File: config.mk
export PLATFORM = sky130hd
export DESIGN_NAME = serial_deserializer
export DESIGN_NICKNAME = d
export VERILOG_FILES = /design/src/rtl/shift_pkg.sv /design/src/rtl/deser_out_stage.sv /design/src/rtl/serial_deserializer.sv
export SDC_FILE = /design/constraint.sdc
export NUM_CORES = 1
export LEC_CHECK = 0
export ABC_AREA = 1
export CAP_MARGIN = 20
export CORE_MARGIN = 1.5
export CORE_UTILIZATION = 45
export DETAILED_ROUTE_END_ITERATION = 10
export PLACE_DENSITY = 0.71
export RECOVER_POWER = 25
export SLEW_MARGIN = 20
export SYNTH_ARGS = -nofsm -noshare
export SYNTH_HDL_FRONTEND = slang
export SYNTH_SLANG_ARGS = --single-unit
File: constraint.sdc
create_clock -name clk -period 2.18 [get_ports clk]
set_input_delay 0.436 -clock clk [delete_from_list [all_inputs] [get_ports clk]]
set_output_delay 0.436 -clock clk [all_outputs]
set_load 0.1 [all_outputs]
File: src/rtl/shift_pkg.sv
// Shared types and constants for the serial deserializer.
package shift_pkg;

    localparam int unsigned DEFAULT_WIDTH = 4;

    typedef enum logic [0:0] {
        IDLE = 1'b0,
        RECV = 1'b1
    } state_e;

    localparam logic DIR_MSB_FIRST = 1'b0;
    localparam logic DIR_LSB_FIRST = 1'b1;

endpackage

File: src/rtl/deser_out_stage.sv
// Output holding register: valid/ready handshake plus sticky overrun flag.
module deser_out_stage #(
    parameter int unsigned WIDTH = 4
) (
    input  logic             clk,
    input  logic             rst,
    input  logic             i_load,
    input  logic [WIDTH-1:0] i_word,
    input  logic             i_ready,
    input  logic             i_ovr_clr,
    output logic [WIDTH-1:0] o_dout,
    output logic             o_valid,
    output logic             o_overrun
);

    logic w_accept;
    logic w_drop;

    // A new word fits if the holder is empty or is being drained on this edge.
    always_comb begin
        w_accept = i_load && (!o_valid || i_ready);
        w_drop   = i_load && o_valid && !i_ready;
    end

    // Holding register and valid flag.
    always_ff @(posedge clk or negedge rst) begin
        if (!rst) begin
            o_dout  <= '0;
            o_valid <= 1'b0;
        end else if (w_accept) begin
            o_dout  <= i_word;
            o_valid <= 1'b1;
        end else if (o_valid && i_ready) begin
            o_valid <= 1'b0;
        end
    end

    // Sticky overrun; a drop on the same edge as a clear keeps the flag set.
    always_ff @(posedge clk or negedge rst) begin
        if (!rst) begin
            o_overrun <= 1'b0;
        end else if (w_drop) begin
            o_overrun <= 1'b1;
        end else if (i_ovr_clr) begin
            o_overrun <= 1'b0;
        end
    end

endmodule

File: src/rtl/serial_deserializer.sv
// Serial-to-parallel converter: start-framed, selectable bit order, buffered output.
module serial_deserializer
    import shift_pkg::*;
#(
    parameter int unsigned WIDTH = DEFAULT_WIDTH
) (
    input  logic             clk,
    input  logic             rst,
    input  logic             start,
    input  logic             dir,
    input  logic             s_valid,
    input  logic             s_din,
    input  logic             p_ready,
    input  logic             ovr_clr,
    output logic [WIDTH-1:0] p_dout,
    output logic             p_valid,
    output logic             busy,
    output logic             overrun
);

    localparam int unsigned CNT_W = $clog2(WIDTH + 1);

    state_e             r_state;
    logic [CNT_W-1:0]   r_cnt;
    logic [WIDTH-1:0]   r_shreg;
    logic               r_dir;

    state_e             w_state_nx;
    logic [CNT_W-1:0]   w_cnt_nx;
    logic [WIDTH-1:0]   w_shreg_nx;
    logic               w_dir_nx;
    logic               w_done;

    logic [WIDTH-1:0]   w_base;
    logic               w_sdir;
    logic [CNT_W-1:0]   w_cbase;
    logic [WIDTH-1:0]   w_shifted;
    logic [CNT_W-1:0]   w_cnt_inc;

    // State, counter, shift register and latched bit order.
    always_ff @(posedge clk or negedge rst) begin
        if (!rst) begin
            r_state <= IDLE;
            r_cnt   <= '0;
            r_shreg <= '0;
            r_dir   <= DIR_MSB_FIRST;
        end else begin
            r_state <= w_state_nx;
            r_cnt   <= w_cnt_nx;
            r_shreg <= w_shreg_nx;
            r_dir   <= w_dir_nx;
        end
    end

    // Next state; a start restarts from an empty frame and may take its first bit at once.
    always_comb begin
        w_state_nx = r_state;
        w_cnt_nx   = r_cnt;
        w_shreg_nx = r_shreg;
        w_dir_nx   = r_dir;
        w_done     = 1'b0;

        w_base    = start ? '0 : r_shreg;
        w_sdir    = start ? dir : r_dir;
        w_cbase   = start ? '0 : r_cnt;
        w_shifted = (w_sdir == DIR_LSB_FIRST) ? {s_din, w_base[WIDTH-1:1]}
                                              : {w_base[WIDTH-2:0], s_din};
        w_cnt_inc = w_cbase + CNT_W'(1);

        if (start) begin
            w_state_nx = RECV;
            w_dir_nx   = dir;
            w_cnt_nx   = '0;
            w_shreg_nx = '0;
            if (s_valid) begin
                w_shreg_nx = w_shifted;
                w_cnt_nx   = w_cnt_inc;
            end
        end else if (r_state == RECV && s_valid) begin
            w_shreg_nx = w_shifted;
            w_cnt_nx   = w_cnt_inc;
            if (w_cnt_inc == CNT_W'(WIDTH)) begin
                w_done     = 1'b1;
                w_state_nx = IDLE;
                w_cnt_nx   = '0;
            end
        end
    end

    // Busy mirrors the registered state.
    assign busy = (r_state == RECV);

    // Completed words go to the buffered output stage.
    deser_out_stage #(
        .WIDTH (WIDTH)
    ) u_out (
        .clk       (clk),
        .rst       (rst),
        .i_load    (w_done),
        .i_word    (w_shifted),
        .i_ready   (p_ready),
        .i_ovr_clr (ovr_clr),
        .o_dout    (p_dout),
        .o_valid   (p_valid),
        .o_overrun (overrun)
    );

endmodule
==> impl_summary.txt, run 1 <==
----------------------------------------------------
[Run status]
  Outcome ... finished clean

[Detailed routing]
  DRT Wirelength ... ~1500 um
  Drc violations ... 0
  Length of the first detailed-routing pass in iterations ... 4
  Drt wl/cell ... 11.6 um
  Mean number of vias per cell ... 5.13
  Count of routing violations after the opening detailed-route iteration ... 20
  Total vias in the final route ... about 680
  Number of nets still failing antenna checks after routing ... 0

[Logic synthesis]
  Fraction of synthesized cell area taken by the top area cell type ... 0.474
  Post-synth ARST share ... 1.00
  Netlist cell types ... 19
  Warnings from Yosys ... 0
  Top cells by count, synth ... sky130_fd_sc_hd__nand2_1 (40), sky130_fd_sc_hd__dfrtp_1 (15), sky130_fd_sc_hd__inv_1 (8), sky130_fd_sc_hd__nor2_1 (8), sky130_fd_sc_hd__nand3_1 (7)
  Main synth FF type ... sky130_fd_sc_hd__dfrtp_1
  Cell count after synthesis ... slightly below 100
  Post-synthesis area per instance ... 8.00 um2
  Number of synthesized register bits ... 15
  Cell with the most instances after synthesis ... sky130_fd_sc_hd__nand2_1
  Top cell type by total area after synthesis ... sky130_fd_sc_hd__dfrtp_1
  Number of enable-type register cells in the synthesized netlist ... 0
  Largest cells by area after synthesis ... sky130_fd_sc_hd__dfrtp_1 (47%), sky130_fd_sc_hd__nand2_1 (19%), sky130_fd_sc_hd__nand3_1 (4.4%)
  Net count after synthesis ... 109
  Post-synthesis instance area ... slightly below 800 um2
  Register area share after synthesis ... 0.474

[Critical path]
  Setup slack, reg-to-reg ... 750 ps
  CP startpoint kind ... primary input
  Crit. End Element ... flop
  Worst endpoint required time ... 2350 ps
  Category of the critical setup timing path ... primary input to flop
  Critical Path Fanout Max ... 7
  Arrival time at the worst endpoint ... between 1500 and 2000 ps

[Timing]
  Worst Skew ... about 8.2 ps
  Setup slack of the critical path after layout ... about 430 ps
  Share of the clock period used by the worst path ... 0.802
  Relative slew slack ... 0.542
  Maximum frequency from static timing analysis ... between 500 and 600 MHz
  Number of hold violations in the final report ... 0
  Total Negative Setup Slacks ... 0 ps
  Number of endpoints failing setup at the final stage ... 0
  Number of pins with negative max-slew slack in the final report ... 0
  Minimum clock period ... between 1500 and 2000 ps
  Setup repair after global routing missed its margin ... false
  Slew of the pin with the lowest slew margin ... roughly 700 ps

[Power]
  Power density over the cells ... roughly 560 nW/um2
  Leakage power ... between 0.5 and 0.6 nW
  Largest vdd supply drop ... 408 uV

[Clocking]
  Sinks on Clock Net ... 15
  Count of H-tree levels built during CTS ... 1
  Count of buffers added by post-CTS timing repair for setup ... 0
  Number of buffers added by the clock tree synthesis step ... 3
  Buffer depth of the longest clock path ... 2
  TritonCTS clock tree ... done
  Number of hold-repair buffers added at the cts stage ... 0
  Clock transition at path regs ... about 90 ps
  Clk root buf ... sky130_fd_sc_hd__clkbuf_4
  Post-CTS sizing ... 0
  Clock latency on the worst-skew pair ... ~270 ps

[Global routing]
  Largest net degree at the start of global routing ... 16
  Initial antenna violation count ... 0
  Global-route wire length before repair ... 2660 um
  GRT Overall Usage ... 0.178
  Number of global-route vias before repair ... roughly 650
  Total gr overflow ... 0

[Die]
  Total I/O pin count ... 15
  Die width ... approximately 45 um
  Initial cell density of the core ... 0.502
  Area of the die ... 2020 um2
  Row cnt ... 14
  Vertical die dimension ... 45.0 um
  Core box area ... 1580 um2

[Placed design]
  Number of I/O port buffers ... 14
  Place WS ... between 150 and 200 ps
  Global placer's final weighted congestion ... 0.874
  Final HPWL DP ... approximately 1200 um

[Worst hold path]
  Path type of the worst min-delay path ... flop to flop

[Flow run]
  Number of max-cap violations ... 0

[Cells and area]
  Fin util ... 0.607
  Filler Cell Count ... roughly 150
  Share of layout cells above drive strength 1 ... 0.171
  Area Overhead vs Synth ... 20.9%
  Count of nets after finishing ... about 130
  N_diodes ... 0

----------------------------------------------------
==> layout by cell type (no fill, tap or decap), types with 3 or more instances in the layout <==
master and n:
sky130_fd_sc_hd__o21ai_1 5, sky130_fd_sc_hd__nor2_1 8, sky130_fd_sc_hd__buf_4 8, sky130_fd_sc_hd__nand2_1 40, sky130_fd_sc_hd__inv_1 8, sky130_fd_sc_hd__dfrtp_1 15
sky130_fd_sc_hd__nand3_1 7, sky130_fd_sc_hd__clkdlybuf4s50_1 6, sky130_fd_sc_hd__clkbuf_4 3
==> stage by stage <==
stage | instance area (um2) | hold WS [ps] | instances | power (mW)
after global routing | 957 | 512 | 133 | 0.569
after global placement | 931 | 465 | 129 | 0.388
after floorplan | 792 | 140 | 99 | 0.358
after CTS | 957 | 489 | 133 | 0.549
after detailed placement | 931 | 466 | 129 | 0.389
final | 957 | 484 | 133 | 0.538
==> metal layers <==
layer  GRT usage  vias to the layer above  part of all wire
li1            -                      347                 -
met1       0.245                      314              0.47
met2       0.280                       17              0.47
met3      0.0280                        4             0.043
met4      0.0706                        0             0.014
met5           0                        -                 0
==> layout make-up <==
| cell class | count | area, um2 | share of cell area |
|---|---|---|---|
| sequential | 15 | 375 | 0.392 |
| multi-input combinational | 72 | 359 | 0.375 |
| timing repair buffer | 15 | 130 | 0.136 |
| inverter | 11 | 46.3 | 0.0484 |
| clock buffer | 4 | 26.3 | 0.0275 |
| tap | 16 | 20.0 | 0.0209 |
==> final timing paths <==
kind | endpoint | startpoint | cells past startpoint
max | u_out.o_dout[3] | start | 10
min | u_out.o_dout[1] | u_out.o_dout[1] | 2
max reg2reg | u_out.o_dout[3] | r_cnt[0] | 10
min reg2reg | u_out.o_dout[1] | u_out.o_dout[1] | 2
max in group asynchronous | r_cnt[2] | rst | 1
min in group asynchronous | r_shreg[1] | rst | 1
==> sequential cells by signal (all words and copies together) (netlist names) <==
name / flops
busy: 1
u_out.o_valid: 1
u_out.o_overrun: 1
r_dir: 1
r_cnt: 3
r_shreg: 4
u_out.o_dout: 4
==> power by group <==
group | switching [mW] | internal [mW] | leakage (nW) | total [mW]
sequential | 0.00921 | 0.293 | 0.196 | 0.302
combinational | 0.0512 | 0.0312 | 0.310 | 0.0824
clock | 0.0834 | 0.0708 | 0.0150 | 0.154
total | 0.144 | 0.395 | 0.522 | 0.538
==> critical path: stages <==
cell	delay [ps]
sky130_fd_sc_hd__clkdlybuf4s50_1	490
sky130_fd_sc_hd__nor2_1	200
sky130_fd_sc_hd__ha_1	220
sky130_fd_sc_hd__inv_2	60
sky130_fd_sc_hd__nand2_2	90
sky130_fd_sc_hd__nand3_4	90
sky130_fd_sc_hd__nor2_8	140
sky130_fd_sc_hd__nand2_4	80
sky130_fd_sc_hd__nand2_1	60
sky130_fd_sc_hd__nand2_1	50
==> cell families after synthesis <==
family / share of synthesized area
compound gates: 0.0458
fa+ha+maj: 0.0316
buf+inv: 0.0727
flops: 0.474
simple gates: 0.376
(Power assumes the default switching activity.)
==> run 2, diff against run 1 <==
CORE_UTILIZATION = 44   (was 45)
PLACE_DENSITY = 0.72   (was 0.71)
clock period = 1.5 ns   (was 2.18 ns; I/O delays follow)
==> run 2 against run 1 <==
Compared with the run above: highest routed layer unchanged; sequential power is 45% higher; register-to-register slack worse by 680 ps; non-clock buffer count is 6 higher; combinational power is 67% higher; clock power is 51% higher; count of clock-buffer cells in the layout stayed put; die area is 2.1% higher; core utilization is 4.6 points higher; critical path type is now flop to flop; global-route usage is 0.85 points higher; sequential share of layout area is 5.4 points lower; critical path depth stayed put.
==> impl_summary.txt, run 2 (synthesis gave the netlist of run 1 again) <==
----------------------------------------------------
[Run status]
  Outcome ... finished clean

[Detailed routing]
  Total vias in the final route ... 698 (+2.3%)
  Count of routing violations after the opening detailed-route iteration ... 14 (-30%)
  DRT Wirelength ... 1670 um (+8.6%)
  Length of the first detailed-routing pass in iterations ... 4 (unchanged)
  Mean number of vias per cell ... 4.72 (-8.0%)
  Number of nets still failing antenna checks after routing ... 0 (unchanged)
  Drt wl/cell ... 11.3 um (-2.4%)
  Drc violations ... 0 (unchanged)

[Flow run]
  Number of max-cap violations ... 0 (unchanged)

[Power]
  Relative contribution of combinational cells to total power ... 0.171 (+0.018)
  Net switching fraction of the power ... 0.276 (+0.00889)
  Largest vdd supply drop ... 545 uV (+34%)
  Sum of internal, switching and leakage power ... 0.809 mW (+50%)
  Sequential Power Share ... 0.542 (-0.019)
  Leakage power ... 0.568 nW (+9.0%)
  Power density over the cells ... 726 nW/um2 (+29%)
  Clock power share ... 0.287 (about the same)
  Net Switching ... 0.223 mW (+55%)
  Cell-internal power ... 0.586 mW (+48%)

[Clocking]
  Clock latency on the worst-skew pair ... 280 ps (about the same)
  Number of buffers added by the clock tree synthesis step ... 3 (unchanged)
  Count of H-tree levels built during CTS ... 1 (unchanged)
  Clock transition at path regs ... 90 ps (about the same)
  Buffer depth of the longest clock path ... 2 (unchanged)
  TritonCTS clock tree ... done
  Sinks on Clock Net ... 15 (unchanged)
  Clk root buf ... sky130_fd_sc_hd__clkbuf_4

[Die]
  Total I/O pin count ... 15 (unchanged)
  Area of the die ... 2060 um2 (+2.1%)
  Row cnt ... 15 (+1)
  Vertical die dimension ... 45.4 um (+1.1%)
  Core box area ... 1710 um2 (+8.3%)
  Die width ... 45.4 um (+1.1%)
  Initial cell density of the core ... 0.464 (-0.0386)

[Placed design]
  Number of I/O port buffers ... 14 (unchanged)
  Global placer's final weighted congestion ... 0.840 (-4.0%)
  Final HPWL DP ... 1270 um (+5.6%)
  Number of cells in the design after placement ... 143 (+11%)

[Critical path]
  Category of the critical setup timing path ... flop to flop
  Crit. End Element ... flop
  Critical path cell sequence ... inv_1 -> nor2_2 -> ha_2 -> inv_2 -> nand2_4 -> nand3_4 -> nor2_8 -> nand2_4 -> nand2_1 -> nand2_1
  Biggest cell delay along the critical path ... 360 ps (-130 ps)
  CP startpoint kind ... flop
  Critical Path Fanout Max ... 7 (unchanged)
  Arrival time at the worst endpoint ... 1610 ps (-310 ps)
  Worst endpoint required time ... 1680 ps (-670 ps)
  Master of the slowest instance on the critical path ... sky130_fd_sc_hd__dfrtp_1

[Timing]
  Number of endpoints failing setup at the final stage ... 0 (unchanged)
  Number of pins with negative max-slew slack in the final report ... 0 (unchanged)
  Total Negative Setup Slacks ... 0 ps (unchanged)
  Minimum clock period ... about 1400 ps
  Share of the clock period used by the worst path ... 0.953
  Number of hold violations in the final report ... 0 (unchanged)
  Slew of the pin with the lowest slew margin ... 822 ps (+137 ps)
  Worst Skew ... 3.53 ps (-4.66 ps)
  Maximum frequency from static timing analysis ... around 700 MHz
  Relative slew slack ... 0.452 (-0.0901)
  Setup repair after global routing missed its margin ... true

[Cells and area]
  Count of nets after finishing ... 134 (+4.7%)
  N_diodes ... 0 (unchanged)
  Area Overhead vs Synth ... 40.8%
  Share of layout cells above drive strength 1 ... 0.252 (+0.0811)
  Most common cell after layout, fill and taps aside ... sky130_fd_sc_hd__nand2_1
  Leading registers by flop count ... r_shreg x4, u_out.o_dout x4, r_cnt x3
  Most frequent cells in the layout ... sky130_fd_sc_hd__nand2_1 (38), sky130_fd_sc_hd__dfrtp_1 (14), sky130_fd_sc_hd__inv_1 (8)
  Fin util ... 0.653 (+0.0456)
  Number of standard cells in the final layout excluding fillers ... 148 (+11%)

[Global routing]
  Number of global-route vias before repair ... 646 (unchanged)
  GRT Overall Usage ... 0.186 (+0.00847)
  Total gr overflow ... 0 (unchanged)
  Global-route wire length before repair ... 2730 um (+2.6%)
  Largest net degree at the start of global routing ... 16 (unchanged)
  Initial antenna violation count ... 0 (unchanged)

[Worst hold path]
  Path type of the worst min-delay path ... flop to flop

----------------------------------------------------
## run 2: changes by cell type in the layout (fill, tap and decap cells not counted), sizes merged
cell           before  now
clkbuf              4    5
clkdlybuf4s50       6    5
buf                 8   13
dlygate4sd2         0    1
## run 2: what timing repair did
item,CTS,global route
buffers inserted,0,1
hold buffers,0,0
pin swaps,2,5
endpoints found under the setup margin,4,4
resized for setup,4,3
## run 2: cell type report
type	instances	area, um2
Clock buffer	4	26.3
Fill cell	136	593
Inverter	11	46.3
Multi-Input combinational cell	72	377
Sequential cell	15	377
Tap cell	25	31.3
Timing Repair Buffer	21	258
## run 2: critical path: cells and delay by family, from the launching register on
| family | cells | cell delay [ps] |
|---|---|---|
| fa+ha+maj | 1 | 210 |
| buf+inv | 2 | 110 |
| flops | 1 | 360 |
| simple gates | 7 | 630 |
## run 2: per-layer routing
metal | track usage | share of wire
met3 | 0.0238 | 0.026
met4 | 0.0882 | 0.016
met2 | 0.287 | 0.51
met1 | 0.258 | 0.45
met5 | 0 | 0
## run 2: worst paths after layout
kind,start,end,slack (ps),depth (start not counted)
max,r_cnt[1],u_out.o_dout[0],70,10
min,r_shreg[0],r_shreg[0],490,2
max reg2reg,r_cnt[1],u_out.o_dout[0],70,10
min reg2reg,r_shreg[0],r_shreg[0],490,2
max in group asynchronous,rst,busy,330,2
min in group asynchronous,rst,r_cnt[2],610,2
## run 2: through the flow
stage	worst slack, ps	area, um2	hold slack (ps)
after global placement	-306	1070	468
final	71.0	1110	486
after detailed placement	-378	1070	470
after CTS	84.3	1100	324
after global routing	-42.0	1110	507
after floorplan	29.0	793	4.41
## run 2: power groups by stage
stage                     clock, mW  sequential [mW]  combinational, mW
after floorplan                   0            0.448             0.0719
after global placement            0            0.446              0.130
after detailed placement          0            0.446              0.135
after CTS                     0.235            0.438              0.138
after global routing          0.243            0.442              0.154
final                         0.232            0.439              0.138
==> run 3, diff against run 2 <==
PLACE_DENSITY = 0.8   (was 0.72)
SLEW_MARGIN = 15   (was 20)
==> run 3 against run 2 <==
Compared with the run above: count of clock-buffer cells in the layout stayed put; via count is 3.7% higher; global-route usage is 2.1 points higher; sequential power hardly changed; cell count is 0.68% lower; sequential share of layout area stayed put; largest power group unchanged.
==> impl_summary.txt, run 3 (synthesis gave the netlist of run 1 again) <==
----------------------------------------------------
[Timing]
  Minimum clock period ... 1430 ps (+0.797 ps)
  Slew of the pin with the lowest slew margin ... 839 ps (+16.9 ps)
  Relative slew slack ... 0.441 (-0.0112)
  Worst Skew ... 0.254 ps (-3.28 ps)
  Maximum frequency from static timing analysis ... 699 MHz (about the same)
  Number of hold violations in the final report ... 0 (unchanged)
  Setup slack of the critical path after layout ... 70.2 ps (-0.796 ps)
  Number of endpoints failing setup at the final stage ... 0 (unchanged)
  Number of pins with negative max-slew slack in the final report ... 0 (unchanged)
  Setup repair after global routing missed its margin ... true
  Share of the clock period used by the worst path ... 0.953 (about the same)

[Die]
  Area of the die ... 2060 um2 (unchanged)
  Die width ... 45.4 um (unchanged)
  Row cnt ... 15 (unchanged)
  Vertical die dimension ... 45.4 um (unchanged)
  Total I/O pin count ... 15 (unchanged)
  Core box area ... 1710 um2 (unchanged)
  Initial cell density of the core ... 0.464 (unchanged)

[Global routing]
  Largest net degree at the start of global routing ... 16 (unchanged)
  Number of global-route vias before repair ... 732 (+13%)
  Initial antenna violation count ... 0 (unchanged)
  Total gr overflow ... 0 (unchanged)
  Global-route wire length before repair ... 3030 um (+11%)
  GRT Overall Usage ... 0.207 (+0.0210)

[Clocking]
  Clock latency on the worst-skew pair ... 290 ps (about the same)
  Count of H-tree levels built during CTS ... 1 (unchanged)
  TritonCTS clock tree ... done
  Sinks on Clock Net ... 15 (unchanged)
  Number of buffers added by the clock tree synthesis step ... 3 (unchanged)
  Clock transition at path regs ... 80 ps (about the same)
  Number of hold-repair buffers added at the cts stage ... 0 (unchanged)
  Buffer depth of the longest clock path ... 2 (unchanged)
  Clk root buf ... sky130_fd_sc_hd__clkbuf_4

[Critical path]
  Cell family with the largest share of critical-path delay ... simple AND/OR/NAND/NOR gates
  Buffers and inverters on the worst path ... 2 (unchanged)
  Arrival time at the worst endpoint ... 1610 ps (about the same)
  Crit. End Element ... flop
  Category of the critical setup timing path ... flop to flop
  Biggest cell delay along the critical path ... 360 ps (about the same)
  Critical path cell sequence ... inv_1 -> nor2_2 -> ha_2 -> inv_2 -> nand2_4 -> nand3_4 -> nor2_8 -> nand2_4 -> nand2_1 -> nand2_1
  Critical Path Fanout Max ... 7 (unchanged)
  Worst endpoint required time ... 1680 ps (about the same)
  CP startpoint kind ... flop
  Master of the slowest instance on the critical path ... sky130_fd_sc_hd__dfrtp_1

[Placed design]
  Final HPWL DP ... 1350 um (+6.3%)
  Placed cell areas ... 1060 um2 (-0.70%)
  Number of I/O port buffers ... 14 (unchanged)
  Place WS ... -363 ps (+15.5 ps)
  Global placer's final weighted congestion ... 0.765 (-8.9%)

[Detailed routing]
  Length of the first detailed-routing pass in iterations ... 4 (unchanged)
  Drc violations ... 0 (unchanged)
  DRT Wirelength ... 1760 um (+5.1%)
  Number of nets still failing antenna checks after routing ... 0 (unchanged)
  Total vias in the final route ... 724 (+3.7%)
  Mean number of vias per cell ... 4.93 (+4.4%)
  Count of routing violations after the opening detailed-route iteration ... 13 (-1)
  Drt wl/cell ... 12.0 um (+5.8%)

[Power]
  Power density over the cells ... 726 nW/um2 (about the same)
  Largest vdd supply drop ... 723 uV (+33%)
  Leakage power ... 0.564 nW (-0.83%)

[Cells and area]
  Count of nets after finishing ... 133 (-0.75%)
  Share of layout cells above drive strength 1 ... 0.262 (+0.0103)
  Most common cell after layout, fill and taps aside ... sky130_fd_sc_hd__nand2_1
  Most frequent cells in the layout ... sky130_fd_sc_hd__nand2_1 (37), sky130_fd_sc_hd__dfrtp_1 (14), sky130_fd_sc_hd__inv_1 (7), sky130_fd_sc_hd__nand3_1 (7), sky130_fd_sc_hd__buf_12 (7)
  N_diodes ... 0 (unchanged)
  Leading registers by flop count ... r_shreg x4, u_out.o_dout x4, r_cnt x3
  Design Area, Final ... 1110 um2 (unchanged)
  Fin util ... 0.653 (unchanged)
  Area Overhead vs Synth ... 40.8% (unchanged)

[Run status]
  Outcome ... finished clean

[Worst hold path]
  Path type of the worst min-delay path ... flop to flop

[Flow run]
  Number of max-cap violations ... 0 (unchanged)

----------------------------------------------------
==> run 3: cell types whose count changed in the layout (fill, tap and decap cells not counted) <==
cell | previous run | this run
sky130_fd_sc_hd__buf_4 | 6 | 5
sky130_fd_sc_hd__inv_1 | 8 | 7
sky130_fd_sc_hd__inv_2 | 2 | 3
sky130_fd_sc_hd__nand2_1 | 38 | 37
sky130_fd_sc_hd__nand2_2 | 3 | 4
sky130_fd_sc_hd__nor2_2 | 2 | 1
sky130_fd_sc_hd__nor2_4 | 0 | 1
==> run 3: cell type report <==
type                    instances  area, um2
fillers                       142        593
multi-input cells              72        384
flip-flops and latches         15        377
repair buffers                 20        250
inverters                      11       46.3
well taps                      25       31.3
clock buffers                   4       26.3
==> run 3: report_power, final <==
| group | internal (mW) | switching [mW] | leakage (nW) |
|---|---|---|---|
| combinational | 0.0550 | 0.0819 | 0.353 |
| sequential | 0.425 | 0.0142 | 0.196 |
| clock | 0.103 | 0.129 | 0.0150 |
| total | 0.584 | 0.225 | 0.564 |
==> run 3: worst reg2reg max path: stages (launching register included) <==
cell                      delay, ps
sky130_fd_sc_hd__dfrtp_1        360
sky130_fd_sc_hd__inv_1           50
sky130_fd_sc_hd__nor2_2         110
sky130_fd_sc_hd__ha_2           210
sky130_fd_sc_hd__inv_2           50
sky130_fd_sc_hd__nand2_4         60
sky130_fd_sc_hd__nand3_4         90
sky130_fd_sc_hd__nor2_8         180
sky130_fd_sc_hd__nand2_4         90
sky130_fd_sc_hd__nand2_1         70
sky130_fd_sc_hd__nand2_1         50
==> run 3: path summary, 6_finish.rpt <==
kind,from,to,slack [ps],cells past startpoint
hold reg to reg,r_shreg[0],r_shreg[0],500,2
setup reg to reg,r_cnt[1],u_out.o_dout[0],70,10
hold / removal,r_shreg[0],r_shreg[0],500,2
min in group asynchronous,rst,u_out.o_overrun,630,2
setup / recovery,r_cnt[1],u_out.o_dout[0],70,10
max in group asynchronous,rst,busy,300,2
==> run 3: timing repair <==
item	CTS	global route
pin swaps	2	5
setup buffers	0	1
setup endpoints to repair	4	4
cloned	0	0
resized for setup	4	6
==> run 3: through the flow <==
stage               hold WS (ps)  total power, mW  instances  TNS, ps
finish                       497            0.809        147        0
global route                 520            0.849        147    -14.3
CTS                          338            0.813        146        0
detailed placement           479            0.581        142    -2800
global placement             464            0.572        142    -1950
floorplan                   4.41            0.520         99        0
==> run 3: layer usage <==
layer,vias to the layer above,part of all wire,GRT usage
li1,357,-,-
met1,342,0.43,0.259
met2,19,0.50,0.338
met3,6,0.039,0.0278
met4,0,0.027,0.124
met5,-,0,0
